**config.mk**
```make
export PLATFORM = sky130hd
export DESIGN_NAME = exmem_pipe_stage
export DESIGN_NICKNAME = d
export VERILOG_FILES = /design/src/rtl/exmem_pipe_stage.sv
export SDC_FILE = /design/constraint.sdc
export NUM_CORES = 1
export LEC_CHECK = 0
export CORE_AREA = 2 2 91 93
export CTS_BUF_LIST = sky130_fd_sc_hd__clkbuf_2 sky130_fd_sc_hd__clkbuf_4 sky130_fd_sc_hd__clkbuf_8
export CTS_CLUSTER_DIAMETER = 150
export DETAILED_ROUTE_END_ITERATION = 8
export DIE_AREA = 0 0 93 95
export GPL_ROUTABILITY_DRIVEN = 0
export GPL_TIMING_DRIVEN = 0
export MAX_ROUTING_LAYER = met4
export PLACE_DENSITY = 0.78
export RECOVER_POWER = 50
export SYNTH_ARGS = -nofsm -noshare
export SYNTH_HDL_FRONTEND = slang
export SYNTH_SLANG_ARGS = --single-unit
```
**constraint.sdc**
```tcl
create_clock -name clk -period 2.05 [get_ports clk]
set_input_delay 0.5125 -clock clk [delete_from_list [all_inputs] [get_ports clk]]
set_output_delay 0.5125 -clock clk [all_outputs]
set_load 0.01 [all_outputs]
```
**src/rtl/exmem_pipe_stage.sv**
```systemverilog
// EX->MEM pipeline register with STAGES chained slots, stall/flush control,
// forwarding-match and load-use hazard outputs. Optional macro: EXMEM_PERF_CNT_EN.
module exmem_pipe_stage #(
    parameter int DATA_W = 32,
    parameter int REG_W  = 5,
    parameter int STAGES = 1
) (
    input  logic              clk,
    input  logic              rst,
    input  logic              stall,
    input  logic              flush,
    input  logic              valid_ALU,
    input  logic [DATA_W-1:0] aluResult_ALU,
    input  logic [DATA_W-1:0] op2_ALU,
    input  logic [REG_W-1:0]  rd_ALU,
    input  logic              isWb_ALU,
    input  logic              isLd_ALU,
    input  logic              isSt_ALU,
    input  logic [REG_W-1:0]  rs1_EX,
    input  logic [REG_W-1:0]  rs2_EX,
    output logic              valid_DM,
    output logic [DATA_W-1:0] aluResult_DM,
    output logic [DATA_W-1:0] op2_DM,
    output logic [REG_W-1:0]  rd_DM,
    output logic              isWb_DM,
    output logic              isLd_DM,
    output logic              isSt_DM,
    output logic              fwd1_hit,
    output logic              fwd2_hit,
`ifdef EXMEM_PERF_CNT_EN
    output logic [31:0]       stall_cnt,
    output logic [31:0]       flush_cnt,
`endif
    output logic              ld_use_hazard
);

    generate
        if (STAGES < 1 || STAGES > 4) begin : g_bad_stages
            $error("exmem_pipe_stage: STAGES must be in the range 1..4");
        end
    endgenerate

    localparam int LAST = STAGES - 1;

    logic [STAGES-1:0]             r_valid;
    logic [STAGES-1:0][DATA_W-1:0] r_alu;
    logic [STAGES-1:0][DATA_W-1:0] r_op2;
    logic [STAGES-1:0][REG_W-1:0]  r_rd;
    logic [STAGES-1:0]             r_wb;
    logic [STAGES-1:0]             r_ld;
    logic [STAGES-1:0]             r_st;

    logic w_wb_live;
    logic w_rd_nonzero;

    // Stage shift register: reset clears, flush kills valids only, stall holds.
    always_ff @(posedge clk) begin
        if (rst) begin
            r_valid <= '0;
            r_alu   <= '0;
            r_op2   <= '0;
            r_rd    <= '0;
            r_wb    <= '0;
            r_ld    <= '0;
            r_st    <= '0;
        end else if (flush) begin
            r_valid <= '0;
        end else if (!stall) begin
            r_valid[0] <= valid_ALU;
            r_alu[0]   <= aluResult_ALU;
            r_op2[0]   <= op2_ALU;
            r_rd[0]    <= rd_ALU;
            r_wb[0]    <= isWb_ALU;
            r_ld[0]    <= isLd_ALU;
            r_st[0]    <= isSt_ALU;
            for (int k = 1; k < STAGES; k++) begin
                r_valid[k] <= r_valid[k-1];
                r_alu[k]   <= r_alu[k-1];
                r_op2[k]   <= r_op2[k-1];
                r_rd[k]    <= r_rd[k-1];
                r_wb[k]    <= r_wb[k-1];
                r_ld[k]    <= r_ld[k-1];
                r_st[k]    <= r_st[k-1];
            end
        end
    end

    // Control bits are qualified by valid; payload is presented as stored.
    always_comb begin
        valid_DM     = r_valid[LAST];
        aluResult_DM = r_alu[LAST];
        op2_DM       = r_op2[LAST];
        rd_DM        = r_rd[LAST];
        isWb_DM      = r_wb[LAST] & r_valid[LAST];
        isLd_DM      = r_ld[LAST] & r_valid[LAST];
        isSt_DM      = r_st[LAST] & r_valid[LAST];
    end

    // Forwarding match against the last stage; x0 is hardwired zero so never forwards.
    always_comb begin
        w_rd_nonzero  = (r_rd[LAST] != {REG_W{1'b0}});
        w_wb_live     = r_valid[LAST] & r_wb[LAST] & w_rd_nonzero;
        fwd1_hit      = w_wb_live & (r_rd[LAST] == rs1_EX);
        fwd2_hit      = w_wb_live & (r_rd[LAST] == rs2_EX);
        ld_use_hazard = (fwd1_hit | fwd2_hit) & r_ld[LAST] & r_valid[LAST];
    end

`ifdef EXMEM_PERF_CNT_EN
    logic [31:0] r_stall_cnt;
    logic [31:0] r_flush_cnt;

    // Saturating event counters; a stall that coincides with flush counts as flush.
    always_ff @(posedge clk) begin
        if (rst) begin
            r_stall_cnt <= 32'd0;
            r_flush_cnt <= 32'd0;
        end else begin
            if (flush && (r_flush_cnt != 32'hFFFF_FFFF)) begin
                r_flush_cnt <= r_flush_cnt + 32'd1;
            end
            if (stall && !flush && (r_stall_cnt != 32'hFFFF_FFFF)) begin
                r_stall_cnt <= r_stall_cnt + 32'd1;
            end
        end
    end

    assign stall_cnt = r_stall_cnt;
    assign flush_cnt = r_flush_cnt;
`endif

endmodule

```
### Word level (Yosys, flattened, before mapping)

Cells that the tools add are included.

| word-level totals | value |
|---|---|
| register bits | 73 |
| latch bits | 0 |
| memory bits (writable) | 0 |
| memory bits (read-only) | 0 |
| logic and storage cells | 23 |
| memories | 0 |

| operators by class | value |
|---|---|
| add/sub/neg operators | 0 |
| multipliers | 0 |
| div/mod/pow operators | 0 |
| $lt $le $gt $ge | 0 |
| equality and inequality tests | 2 |
| shift-type cells | 0 |
| mux-type cells | 0 |
| bitwise gates (word level) | 11 |
| reduce and logical (&&, ||, !) cells | 3 |

Operators with widths:

| cell | count |
|---|---|
| equality test 5 bit | 2 |
| AND 1 bit | 8 |
| nonzero test 5 bit | 1 |
| inverter 1 bit | 2 |
| AND reduction 2 bit | 1 |
| OR reduction 2 bit | 1 |
| bitwise OR 1 bit | 1 |

### Logic depth before layout (Yosys ltp)

| depth | value |
|---|---|
| depth in word-level cells | 6 |
| depth in mapped cells | 5 |
| gate-level depth less buffers | 4 |

### Worst setup path after synthesis

OpenSTA, ideal clock, no wires.

| path | value |
|---|---|
| path type | input port to output port |
| start point | input port rs2_EX[3] |
| end point | output port ld_use_hazard |
| arrival | 1.294 ns |
| data required time | 1.537 ns |
| slack | 0.244 ns |
| cell stages on the path | 4 |
| buffers on the path | 0 |
| cells stage by stage | xor2_1 > nor3_1 > nand3_1 > a211oi_1 |

| between the ends | value |
|---|---|
| word-level cells in the longest chain between the ends | 5 |

Ends and longest elaborated chain:

| item | RTL line | source |
|---|---|---|
| start: declaration | 20 | `input logic [REG_W-1:0] rs2_EX,` |
| equality test 5 bit | 104 | `fwd2_hit = w_wb_live & (r_rd[LAST] == rs2_EX);` |
| AND 1 bit | 104 |  |
| bitwise OR 1 bit | 105 | `ld_use_hazard = (fwd1_hit \| fwd2_hit) & r_ld[LAST] & r_valid[LAST];` |
| AND 1 bit (2 in series) | 105 |  |
| end: declaration | 34 | `output logic ld_use_hazard` |

Every way passes these cells.

### Worst setup path in the final report

| path | value |
|---|---|
| start point | input port rs2_EX[0] |
| end point | output port ld_use_hazard |

Same word-level chain as after synthesis.

==> summary.md <==
| Metric | Value |
|---|---|
| Sequential element share of the synthesized area | 0.5499 |
| Ys flop type | dfxtp_1 |
| Routed length per instance | 12.91 um |
| Setup Crit Path Kind | in2out |
| Hold Fails Final Rpt | 0 |
| P_int | 2.365 mW |
| RSZ-0062 raised after global routing | true |
| Pre-antenna DRT Iters | 4 |
| Worst r2r src | rd_DM[0] |
| Max incr delay on CP | around 470 ps |
| Worst slew pin tran | 708.0 ps |
| Dpl ws | -703.7 ps |
| Hold_sp | aluResult_DM[18] |
| N_diodes | 0 |
| Initial antenna violation count | 0 |
| H-Tree Depth | 3 |
| CTS tree | done |
| Port bufs | 161 |
| Clk buf depth | 2 |
| Grt total ovfl | 0 |
| Remaining DRCs | 0 |
| Area Growth Syn to Fin | 74.29% |
| Most frequent cell after synthesis | nand2_1 |
| Gate power share | 0.165 |
| First-pass GRT wire length | 12,490 um |
| Core Box Area | between 7000 and 8000 um2 |
| Part of the power in registers | 0.488 |
| Vias in the first global route | between 2,000 and 3,000 |
| Synth warn | 0 |
| Root Driver | clkbuf_8 |
| Fin crit period | around 2200 ps |
| WHS | approximately 460 ps |
| Final std cells w/o fill | 622 |
| Num CTS Buffers | 9 |
| Met3 Usage GRT | 0.05826 |
| Std-Cell Rows | 33 |
| Hold Path End | aluResult_DM[18] |
| Clock power share | 0.348 |
| Peak supply drop | between 0.0004 and 0.0005 V |
| Largest net degree at the start of global routing | 12 |
| R2R cell count | 4 |
| Post-route core utilization | 0.5843 |
| Slack of the worst reg-to-reg path | 1220 ps |
| Die Wd | 93 um |
| Footprint of the multi-input gates | 1115 um2 |
| Synth top area share | 0.5499 |
| Worst hold path depth | 2 |
| Slowest CP cell | clkdlybuf4s50_1 |
| Mapped cell area | 2658 um2 |
| Clk slew on worst S/H paths | 70 ps |
| Critical path data arrival time | roughly 1600 ps |
| Post-DRT Antenna Nets | 0 |
| Cells after synthesis | around 340 |
| Overall Power | 3.115 mW |
| CP Max Fanout | 2 |
| Io pins | 163 |
| Switching Share | 0.2408 |
| CP cell instances | clkdlybuf4s50_1, xnor2_1, nand3_1, a211oi_2, buf_2 |
| Register area | 1476 um2 |
| Grt peak-use layer | met2 |
| Worst-skew pair later-pin latency | 340 ps |
| Slew margin rel. | 0.5262 |
| Share of layout cells above drive strength 1 | 0.09091 |
| Fmax | between 0.4 and 0.5 GHz |
| Leak | 1.740 nW |
| CTS Sinks | 73 |
| Dpl cells | 605 |
| Fin nets | approximately 600 |
| Dominant cells by area after synthesis | dfxtp_1 55%, nand2_1 20%, a21oi_1 14% |
| Status | finished with violations |
| Via density | between 4 and 5 |
| Commonest cells post-synth | 145 x nand2_1, 73 x dfxtp_1, 72 x a21oi_1, 15 x buf_2, 8 x clkbuf_1 |
| HP Class | reg2reg |
| Met2 Usage GRT | 0.3200 |
| Post-Route WL | 8029 um |
| Distinct cells, synth | 18 |
| Via count | 2,827 |
| NetSw | 0.7502 mW |
| Syn nets | 426 |
| Fillers | between 700 and 800 |
| Setup ws final | -101.8 ps |
| M1 GR Usage | 0.2009 |
| Maxcap violations | 0 |
| Clock skew | 0 ps |
| Drt first-iter violations | 81 |
| Starting Density | 0.3352 |
| Worst EP required | 1540 ps |
| EDFF count, synth | 0 |
| Placed Area | 4400 um2 |
| WP buf/inv | 2 |
| FF+latch count, synth | 73 |
| Post-route cell area | between 4000 and 5000 um2 |
| Startpoint type of the worst setup path | input pin |
| Final setup fails | 3 |
| Die Height | 95 um |
| All-layer global routing usage | 0.1855 |
| Failing checks | negative setup slack |
| Pwr Density | 672.4 nW/um2 |
| Avg Cell Area, Syn | roughly 8 um2 |
| CP endpoint kind | output port |
| Final period utilization | 1.050 |
| Aggregate negative setup slack | -221.9 ps |
| Post-synth ARST share | 0 |
| Delay-heaviest family, CP | buffers and inverters |
| Max Slew Vio Count | 0 |
| Cell taking the most area after synthesis | dfxtp_1 |
| Final HPWL DP | 5953 um |
| RR Endpoint | rd_DM[0] |
| Die area | 8835 um2 |
[how the worst max path moves through the flow]
stage               startpoint            end  slack, ps  cells after the start
finish               rs2_EX[0]  ld_use_hazard       -100                      5
detailed placement   rs1_EX[1]  ld_use_hazard       -700                      6
global route          rd_DM[3]  ld_use_hazard       -160                      5
CTS                   rd_DM[0]  ld_use_hazard       -130                      6
floorplan            rs2_EX[3]  ld_use_hazard        240                      4
global placement     rs2_EX[3]  ld_use_hazard       -660                      6
[flip-flops by register name, summed over array words and instances, names as in the netlist]
signal	cells
r_st	1
r_ld	1
r_wb	1
valid_DM	1
rd_DM	5
op2_DM	32
aluResult_DM	32
[per-layer routing]
metal / up-vias / routed length [um] / part of all wire
li1: 1436 / - / -
met1: 1281 / 3356 / 0.42
met2: 98 / 3927 / 0.49
met3: 12 / 622 / 0.077
met4: 0 / 123 / 0.015
met5: - / 0 / 0
[what timing repair did]
action / in CTS / in global routing
pin swaps: 8 / 10
resized for setup: 28 / 8
hold buffers: 0 / 0
endpoints found under the setup margin: 3 / 4
buffers inserted: 2 / 1
[cell families (layout without fill, tap and decap cells)]
family          after synthesis  after routing  synth area share
xor+xnor                     10             10           0.03296
buf+inv                      24            202           0.04096
mux                           1              1          0.003767
compound gates               74             74            0.1417
flops                        73             73            0.5499
simple gates                157            157            0.2307
[power by group through the flow]
stage | sequential, mW | clock, mW | combinational [mW]
final | 1.52 | 1.08 | 0.512
after global routing | 1.53 | 1.16 | 0.555
after CTS | 1.52 | 1.11 | 0.515
after detailed placement | 1.55 | 0 | 0.510
after global placement | 1.55 | 0 | 0.501
after floorplan | 1.58 | 0 | 0.150
[worst reg2reg max path, delay by kind of cell (launching register included)]
kind	cells	cell delay (ps)
AO/OA/AOI/OAI	1	60
buffers and inverters	2	240
flip-flops	1	350
AND/OR/NAND/NOR	1	50
[cell usage in the layout, fill, tap and decap left out]
cell type,n
a211oi_2,1
a21oi_1,72
and2_1,2
buf_2,18
buf_4,2
buf_6,1
bufinv_16,1
clkbuf_1,8
clkbuf_8,10
clkdlybuf4s15_1,2
clkdlybuf4s25_1,1
clkdlybuf4s50_1,144
clkinv_2,3
dfxtp_1,67
dfxtp_2,3
dfxtp_4,3
dlygate4sd2_1,4
dlygate4sd3_1,7
inv_1,1
mux2i_1,1
nand2_1,145
nand3_1,1
nand3_2,1
nor2_1,3
nor3_1,2
nor3_2,1
o21ai_4,1
or2_1,1
or4_4,1
xnor2_1,3
xnor2_2,1
xor2_1,6
[cell type report]
cell class              instances  share of cell area
inverters                       1           0.0008104
clock buffers                  10             0.02971
multi-input cells             242              0.2407
flip-flops and latches         73              0.3187
repair buffers                164              0.3493
plain buffers                  23             0.02269
clock inverters                 4            0.009724
well taps                     105             0.02836
(Power assumes the default switching activity.)
